## src/rtl/icache_pkg.sv

```systemverilog
// Shared types and constants for the direct-mapped instruction cache.
package icache_pkg;

  typedef enum logic [1:0] {
    IDLE  = 2'd0,
    FETCH = 2'd1,
    FILL  = 2'd2
  } icache_state_t;

  localparam int NLINES_DEFAULT = 16;

endpackage

```

## src/rtl/icache_array.sv

```systemverilog
// Valid/tag/data storage: combinational read, one synchronous write,
// synchronous clear of all valid bits (a same-edge write wins for its line).
module icache_array
  import icache_pkg::*;
#(
  parameter int NLINES = NLINES_DEFAULT,
  parameter int IW     = $clog2(NLINES),
  parameter int TW     = 30 - IW
) (
  input  logic          clk,
  input  logic          reset,
  input  logic          clr_all_i,
  input  logic [IW-1:0] rd_idx_i,
  output logic          rd_valid_o,
  output logic [TW-1:0] rd_tag_o,
  output logic [31:0]   rd_data_o,
  input  logic          wr_en_i,
  input  logic [IW-1:0] wr_idx_i,
  input  logic [TW-1:0] wr_tag_i,
  input  logic [31:0]   wr_data_i
);

  logic [NLINES-1:0] valid_q;
  logic [TW-1:0]     tag_q  [NLINES];
  logic [31:0]       data_q [NLINES];

  assign rd_valid_o = valid_q[rd_idx_i];
  assign rd_tag_o   = tag_q[rd_idx_i];
  assign rd_data_o  = data_q[rd_idx_i];

  always_ff @(posedge clk) begin
    if (reset) begin
      valid_q <= {NLINES{1'b0}};
    end else begin
      if (clr_all_i) begin
        valid_q <= {NLINES{1'b0}};
      end
      if (wr_en_i) begin
        valid_q[wr_idx_i] <= 1'b1;
      end
    end
  end

  // Tag and data storage carry no reset; the valid bits gate their use.
  always_ff @(posedge clk) begin
    if (wr_en_i) begin
      tag_q[wr_idx_i]  <= wr_tag_i;
      data_q[wr_idx_i] <= wr_data_i;
    end
  end

endmodule

```

## src/rtl/icache.sv

```systemverilog
// Direct-mapped instruction cache: zero-latency hits, a blocking refill
// sequence IDLE -> FETCH -> FILL on a miss, and a wrapping miss counter.
module icache
  import icache_pkg::*;
#(
  parameter int NLINES = NLINES_DEFAULT
) (
  input  logic        clk,
  input  logic        reset,
  input  logic [31:0] pcF,
  output logic [31:0] instrF,
  output logic        icstall,
  input  logic        icflush,
  output logic        memreq,
  output logic [31:0] memaddr,
  input  logic        memack,
  input  logic [31:0] memrdata,
  output logic [15:0] nmiss
);

  localparam int IW = $clog2(NLINES);
  localparam int TW = 30 - IW;

  icache_state_t state_q;
  logic          memreq_q;
  logic [31:0]   memaddr_q;
  logic [31:0]   fill_q;
  logic [15:0]   nmiss_q;

  logic          rd_valid_s;
  logic [TW-1:0] rd_tag_s;
  logic [31:0]   rd_data_s;
  logic          hit_s;
  logic          unused_s;

  assign unused_s = ^{pcF[1:0], memaddr_q[1:0]};

  // The refill line's index and tag come from the latched request address.
  icache_array #(.NLINES(NLINES)) u_array (
    .clk        (clk),
    .reset      (reset),
    .clr_all_i  (icflush),
    .rd_idx_i   (pcF[IW+1:2]),
    .rd_valid_o (rd_valid_s),
    .rd_tag_o   (rd_tag_s),
    .rd_data_o  (rd_data_s),
    .wr_en_i    (state_q == FILL),
    .wr_idx_i   (memaddr_q[IW+1:2]),
    .wr_tag_i   (memaddr_q[31:IW+2]),
    .wr_data_i  (fill_q)
  );

  assign hit_s = (state_q == IDLE) && rd_valid_s && (rd_tag_s == pcF[31:IW+2]);

  always_comb begin
    icstall = 1'b1;
    instrF  = 32'h0000_0000;
    case (state_q)
      IDLE: begin
        if (hit_s) begin
          icstall = 1'b0;
          instrF  = rd_data_s;
        end else begin
          icstall = 1'b1;
        end
      end
      FETCH: icstall = 1'b1;
      FILL: begin
        icstall = 1'b0;
        instrF  = fill_q;
      end
      default: icstall = 1'b1;
    endcase
  end

  always_ff @(posedge clk) begin
    if (reset) begin
      state_q   <= IDLE;
      memreq_q  <= 1'b0;
      memaddr_q <= 32'h0000_0000;
      fill_q    <= 32'h0000_0000;
      nmiss_q   <= 16'h0000;
    end else begin
      case (state_q)
        IDLE: begin
          if (!hit_s) begin
            state_q   <= FETCH;
            memreq_q  <= 1'b1;
            memaddr_q <= {pcF[31:2], 2'b00};
            nmiss_q   <= nmiss_q + 16'd1;
          end
        end
        FETCH: begin
          if (memack) begin
            fill_q   <= memrdata;
            memreq_q <= 1'b0;
            state_q  <= FILL;
          end
        end
        FILL:    state_q <= IDLE;
        default: state_q <= IDLE;
      endcase
    end
  end

  assign memreq  = memreq_q;
  assign memaddr = memaddr_q;
  assign nmiss   = nmiss_q;

endmodule

```

## config.mk

```make
export PLATFORM = sky130hd
export DESIGN_NAME = icache
export DESIGN_NICKNAME = d
export VERILOG_FILES = /design/src/rtl/icache_pkg.sv /design/src/rtl/icache_array.sv /design/src/rtl/icache.sv
export SDC_FILE = /design/constraint.sdc
export NUM_CORES = 1
export LEC_CHECK = 0
export CAP_MARGIN = 20
export CELL_PAD_IN_SITES_DETAIL_PLACEMENT = 1
export CELL_PAD_IN_SITES_GLOBAL_PLACEMENT = 1
export CORE_MARGIN = 5
export CORE_UTILIZATION = 52
export CTS_CLUSTER_SIZE = 12
export DETAILED_ROUTE_END_ITERATION = 10
export PLACE_DENSITY_LB_ADDON = 0.08
export SYNTH_ARGS = -nofsm -noshare
export SYNTH_HDL_FRONTEND = slang
export SYNTH_SLANG_ARGS = --single-unit
```

## constraint.sdc

```tcl
create_clock -name clk -period 8.6 [get_ports clk]
set_clock_uncertainty 0.15 [all_clocks]
set_input_delay 2.58 -clock clk [delete_from_list [all_inputs] [get_ports clk]]
set_output_delay 2.58 -clock clk [all_outputs]
set_load 0.03 [all_outputs]
```

==> impl_metrics.csv <==
group,metric,value,unit
timing,relSlewSlack,24.17,%
clocking,cts.htree.levels,3,
timing,max_freq,117.3,MHz
pwr,total_power,10.45,mW
finish,antenna-diode-count,0,
setup_path,crit_required,5.87,ns
timing,hold_viol,0,
pwr,ir_drop,172.3,uV
timing,tightest_slew,1.137,ns
clocking,cts_buffers,104,
setup_path,cp_max_fo,46,
clocking,cts_tree,"done",
detailed_routing,vias_per_cell,6.207,
yosys,synth.largest_area_cell,"edfxtp_1",
placed_design,port_buffers,145,
clocking,root_buffer,"clkbuf_16",
setup_path,critPathSlowestCell,"nor3_1",
setup_path,worstPathCellList,"buf_2, buf_12, inv_4, buf_4, mux2i_1, xor2_1, nand4_1, nor3_1, o21ai_2, nor3_4, buf_6, buf_12, buf_12, a22o_1, buf_4",
finish,syn_to_final_growth,17.82,%
setup_path,worst-path-stages,15,
yosys,synth.ff_latch_count,1025,
detailed_routing,drtIter0Drc,1739,
floorplan,die_w,285.9,um
floorplan,rows,101,
setup_path,reg2reg_depth,5,
yosys,synthAdderAreaFrac,0.03162,%
clocking,hold_buffers,0,
timing,worst_slack,0.07216,ns
detailed_routing,num_vias,20035,
setup_path,reg2reg_from,"state_q[1]$_SDFFE_PP0P_",
setup_path,slowest_delay,0.32,ns
finish,drive_gt1_share,26.53,%
detailed_routing,dr.pass1.iters,5,
grt,antenna_found_initial,0,
yosys,synth_top_flop_cell,"edfxtp_1",
floorplan,io_pins,150,
status,status,"complete, no violations",
grt,grt_pass1_vias,21162,
timing,rsz0062_at_grt,"true",
pwr,pwr_density_cell,224.2,nW/um^2
timing,fin_crit_sh,99.16,%
setup_path,crit_family,"buffers and inverters",
grt,overflow,0,
yosys,async_flop_share,0,%
yosys,ys_seq_area_share,75.33,%
floorplan,die_h,285.9,um
detailed_routing,routed_wl,99690,um
placed_design,gp_congestion,0.7518,
placed_design,pre_cts_slack,-0.1133,ns
min_path,min_path_cells,2,
setup_path,critPathBufInv,8,
yosys,ys_top_cells_by_area,"edfxtp_1, mux4_2, dfxtp_1",
pwr,p_leak,14.98,nW
timing,fin_tns_setup,0,ns
timing,fin_crit,8.528,ns
floorplan,start_util,52.28,%
min_path,hp-start,"memreq$_SDFFE_PP0P_",
min_path,min_path_type,"flop to flop",
placed_design,dp_hpwl,53440,um
setup_path,critPathKind,"input pin to primary output",
setup_path,cpMostUsedCell,"buf_12",
yosys,synth-compound-area-share,2.362,%
setup_path,critical_path_arrival,5.80,ns
yosys,synth_edf_count,928,
finish,final_nets,2230,
yosys,synth_top_family_by_area,"multiplexers",
yosys,synth_top_area_share,70.42,%
detailed_routing,drtAntennaViolNets,0,
yosys,synth_cells,1908,
floorplan,die_area,81720,um^2
yosys,netlist_area,39570,um^2
clocking,clock-sinks,1025,
grt,grt_pass1_wl,145400,um
yosys,synth_area_per_cell,20.74,um^2
floorplan,core,75700,um^2
detailed_routing,drc,0,
setup_path,critPathLaunchType,"input pin",
clocking,clock_path_buffers,3,
yosys,synth-xor-area-share,0.7968,%
yosys,yosysUniqueCellTypes,60,
setup_path,endpoint_kind,"primary output",
detailed_routing,post_drt_wl_per_cell,30.88,um
yosys,synthSimpleGateAreaFrac,2.738,%
flow_run,maxCapViolations,0,
timing,hold_ws,0.3290,ns
setup_path,cp-startpoint,"pcF[5]",
yosys,ys.warnings.count,0,
clocking,worstSkewPairLatency,0.67,ns
grt,grt_max_degree,111,
timing,setup_violations,0,
grt,grt_usage,24.29,%
yosys,muxShareOfSynthArea,17.33,%
clocking,path_clk_slew,0.06,ns
timing,drv_slew,0,
-- power by group --
group	internal, mW	switching [mW]	total (mW)	leakage (nW)
logic	0.251	0.278	0.529	4.43
clock network	2.54	1.83	4.37	1.60
registers	5.47	0.0855	5.55	8.95
-- state kept, by name (all words and copies together) (netlist names) --
signal / cells
fill_q: 32
memaddr: 30
memreq: 1
nmiss: 16
state_q: 2
u_array.data_q: 512
u_array.tag_q: 416
u_array.valid_q: 16
-- cells by family after synthesis --
| group | Yosys count |
|---|---|
| DFF | 1025 |
| muxes | 365 |
| and+or+nand+nor | 230 |
| AOI/OAI and AO/OA | 138 |
| buffers and inverters | 112 |
| xor gates and xnor gates | 36 |
| adders and majority gates | 1 |
| other | 1 |
-- repair_timing --
action                                 in CTS  in global routing
resized for setup                           4                 31
pin swaps                                   0                  3
setup endpoints to repair                  33                 33
gates cloned                                0                  3
endpoints found under the hold margin       0                  0
buffers inserted                            0                  9
-- final cells by class --
| cell class | count | area (um^2) |
|---|---|---|
| clock buffers | 175 | 3114 |
| clock inverters | 20 | 178.9 |
| repair buffers | 252 | 2826 |
| fillers | 6252 | 29070 |
| well taps | 978 | 1224 |
| multi-input cells | 772 | 9447 |
| flip-flops and latches | 1025 | 29810 |
| inverters | 6 | 25.02 |
-- path summary, 6_finish.rpt --
| kind | to | slack [ns] |
|---|---|---|
| setup / recovery | instrF[26] | 0.07 |
| hold / removal | memreq$_SDFFE_PP0P_ | 0.33 |
| setup reg to reg | u_array.tag_q[4][6]$_DFFE_PP_ | 4.50 |
| hold reg to reg | memreq$_SDFFE_PP0P_ | 0.33 |
-- per-stage QoR --
stage	cells	util, %	area [um^2]
3_5_place_dp	3021	56.79	42990
4_1_cts	3216	61.16	46300
6_report	3228	61.59	46620
5_1_grt	3228	61.59	46620
2_1_floorplan	1909	-	39580
3_3_place_gp	3020	56.76	42970
-- per-layer routing --
metal  track usage, %  routed length [um]
met5                0                   0
met2            40.87               50760
met3            3.610                5092
met4            5.866                2136
met1            34.19               41690
-- worst min-delay path, delay by kind of cell (launching register included) --
kind             cells  cell delay (ns)
AO/OA/AOI/OAI        1             0.06
flip-flops           1             0.32
AND/OR/NAND/NOR      1             0.05
-- cell usage after synthesis (2+ instances only) --
library cell	number
nand4_1	10
a22o_1	34
buf_2	31
nor2b_1	18
inv_1	4
or3_1	4
buf_4	10
nor4_1	3
or3b_2	2
buf_1	11
a31o_1	2
o22ai_1	6
a21oi_1	58
nor3_1	7
xor2_1	22
a221oi_1	5
buf_6	8
and3_1	9
mux4_2	254
a2111oi_0	2
nand3_1	10
and2_1	4
nand2_1	77
nor2_1	70
a22oi_1	8
and4_1	2
dfxtp_1	97
mux2_2	16
xnor2_1	14
edfxtp_1	928
mux2i_1	94
a211oi_1	2
nand4b_1	2
nand2b_1	4
a21o_1	4
nand3b_1	2
o21ai_0	6
clkbuf_1	46
-- cell usage in the layout (no fill, tap or decap), types with 5 or more instances in the layout --
| master | n |
|---|---|
| o22ai_1 | 5 |
| clkdlybuf4s50_1 | 107 |
| and3_1 | 9 |
| buf_4 | 90 |
| nor2_4 | 13 |
| xor2_1 | 22 |
| buf_12 | 44 |
| clkinv_1 | 6 |
| mux2_2 | 16 |
| xnor2_1 | 14 |
| clkbuf_1 | 51 |
| nand3_1 | 10 |
| nor2_1 | 57 |
| dfxtp_1 | 97 |
| clkbuf_8 | 16 |
| a21oi_1 | 57 |
| edfxtp_1 | 928 |
| a22o_4 | 8 |
| mux4_2 | 254 |
| clkinv_2 | 8 |
| nand2_1 | 76 |
| a22oi_1 | 8 |
| a22o_1 | 26 |
| mux2i_1 | 93 |
| clkbuf_16 | 111 |
| nor2b_1 | 17 |
| nand4_1 | 10 |
| o21ai_0 | 6 |
| a221oi_1 | 5 |
Power figures use the tool's default switching activity.
==> variant, RTL diff (config.mk and constraints unchanged) <==
`NLINES_DEFAULT`: 16 -> 8.
--- a/src/rtl/icache_pkg.sv
+++ b/src/rtl/icache_pkg.sv
@@ -7,7 +7,7 @@
     FILL  = 2'd2
   } icache_state_t;
 
-  localparam int NLINES_DEFAULT = 16;
+  localparam int NLINES_DEFAULT = 8;
 
 endpackage
 
Function: same outputs for any inputs over 4 cycles, from zero or initial values and one cycle with reset high; that may be too few to reach the edited logic, so the function may still have changed.
==> variant against the unedited design <==
First-iteration DRC count fell by 53%. Critical path type unchanged. Synthesized area fell by 44%. Routed wire length fell by 44%. Power fell by 45%. Largest power group unchanged. Sequential cell count fell by 464. Final area fell by 44%. Worst setup slack improved by 0.16 ns.
==> variant: results (changes against the unedited design) <==
- Top Registers: u_array.data_q (256), u_array.tag_q (216), fill_q (32) (was u_array.data_q (512), u_array.tag_q (416), fill_q (32))
- Clock buffer count from CTS: 57 (was 104)
- HPWL after detailed placement: 30900 µm (was 53400 µm)
- Slowest CP cell: nor4_1 (was nor3_1)
- Crit-path max FO: 42 (was 46)
- Min-delay src: u_array.valid_q[2]$_SDFF_PP0_ (was memreq$_SDFFE_PP0P_)
- Layout cells sized above 1: 17.5% (was 26.5%)
- CP peak stage delay: 0.37 ns (was 0.32 ns)
- Fill count: 3737 (was 6252)
- Gpl congestion: 0.731 (was 0.752)
- Clock latency on the worst-skew pair: 0.59 ns (was 0.67 ns)
- Nets: 1571 (was 2230)
- Initial antenna violation count: 2 (was 0)
- I/O Buffers: 145 (unchanged)
- Top sig layer: met5 (was met4)
- Routed wl met2: 29100 µm (was 50800 µm)
- Post-synth EDFFs: 472 (was 928)
- Commonest cells post-synth: edfxtp_1 (472), mux2i_1 (115), nand2_1 (114), dfxtp_1 (89), mux4_2 (82) (was edfxtp_1 (928), mux4_2 (254), dfxtp_1 (97), mux2i_1 (94), nand2_1 (77))
- Critical path data arrival time: 5.63 ns (was 5.80 ns)
- Status: complete, no violations (unchanged)
- Placed Cells: 1981 (was 3021)
- Met1 WL: 23200 µm (was 41700 µm)
- Gr usage total: 24.3% (about the same)
- 1st-iter DRT viols: 817 (was 1739)
- TritonRoute pass-1 iters: 5 (unchanged)
- Worst-path clk slew: 0.06 ns (about the same)
- Unique masters post-synth: 47 (was 60)
- Leak Pwr: 0.00886 µW (was 0.0150 µW)
- Routed via count: 12500 (was 20000)
- Delay-heaviest family, CP: buffers and inverters (unchanged)
- Drt total wl: 56300 µm (was 99700 µm)
- Wire length per cell: 27.0 µm (was 30.9 µm)
- Synth top area cells: edfxtp_1 (64%), mux4_2 (8.3%), dfxtp_1 (8.0%) (was edfxtp_1 (70%), mux4_2 (14%), dfxtp_1 (4.9%))
- Async S/R FF share, synth: 0% (unchanged)
- Placed inst area: 24400 µm² (was 43000 µm²)
- Slew @ Worst Pin: 1.01 ns (was 1.14 ns)
- First-pass GRT wire length: 86600 µm (was 145000 µm)
- Vias in the first global route: 14100 (was 21200)
- Top FF cell, synth: edfxtp_1 (unchanged)
- Wire length on met3: 2850 µm (was 5090 µm)
- CTS Buffer Depth: 3 (unchanged)
- Setup crit start: pcF[4] (was pcF[5])
- Setup Viol. Count Final: 0 (unchanged)
- Synthesis warning total: 0 (unchanged)
- Int Pwr: 4510 µW (was 8260 µW)
- Sequential fraction of the synthesis area: 72.0% (was 75.3%)
- H-tree depth: 2 (was 3)
- Peak VDD IR: 150 µV (was 172 µV)
- Root buffer cell: clkbuf_16 (unchanged)
- Mean Syn Cell Area: 16.7 µm² (was 20.7 µm²)
- Largest net degree at the start of global routing: 81 (was 111)
- R2R Path Start: state_q[1]$_SDFFE_PP0P_ (unchanged)
- Hold Crit Class: reg -> reg (unchanged)
## variant: metrics by stage
step | setup WS (ns) | utilization [%] | power (µW)
after detailed placement | 0.197 | 58.2 | 3420
after CTS | 0.0891 | 62.4 | 5790
after global routing | 0.0361 | 62.4 | 5950
after floorplan | 0.651 | - | 3270
after global placement | 0.251 | 58.2 | 3410
final | 0.236 | 62.4 | 5740
## variant: worst paths after layout
kind	endpoint	slack [ns]	depth (start not counted)
setup reg to reg	u_array.data_q[3][29]$_DFFE_PP_	5.06	5
hold / removal	u_array.valid_q[2]$_SDFF_PP0_	0.36	2
setup / recovery	icstall	0.24	13
hold reg to reg	u_array.valid_q[2]$_SDFF_PP0_	0.36	2
## variant: final cells by class
class	count	area, µm²	share of cell area, %
diodes	1	2.50	0.00953
multi-input cells	677	5850	22.3
inverters	3	11.3	0.0429
flip-flops and latches	561	16000	60.8
clock buffers	94	1650	6.27
well taps	539	674	2.57
repair buffers	202	1990	7.59
clock inverters	10	123	0.467
## variant: power by group through the flow
| stage | Clock, µW | Sequential [µW] | Combinational, µW |
|---|---|---|---|
| after floorplan | 0 | 3090 | 182 |
| final | 2380 | 3030 | 336 |
| after detailed placement | 0 | 3090 | 333 |
| after global placement | 0 | 3080 | 326 |
| after CTS | 2420 | 3030 | 339 |
| after global routing | 2560 | 3030 | 359 |
## variant: cells by family after synthesis
logic type | synth area share [%]
mux | 14.4
other cells | 0.0169
flops | 72.0
simple gates | 5.51
xor+xnor | 0.514
buf+inv | 1.97
fa+ha+maj | 0.0564
compound gates | 5.57
## variant: what timing repair did
| action | in CTS | in global routing |
|---|---|---|
| buffers inserted | 0 | 0 |
| resized for setup | 0 | 3 |
| endpoints found under the setup margin | 0 | 5 |
## variant: worst register-to-register path, delay by kind of cell (launching register included)
kind	cells	cell delay [ns]
AND/OR/NAND/NOR	3	1.36
buffers and inverters	2	1.18
flip-flops	1	0.46
## variant: per-layer routing
metal	track usage [%]	up-vias
met5	0	-
met4	6.40	4
met3	4.47	88
met2	42.3	311
met1	31.9	6574
li1	-	5518
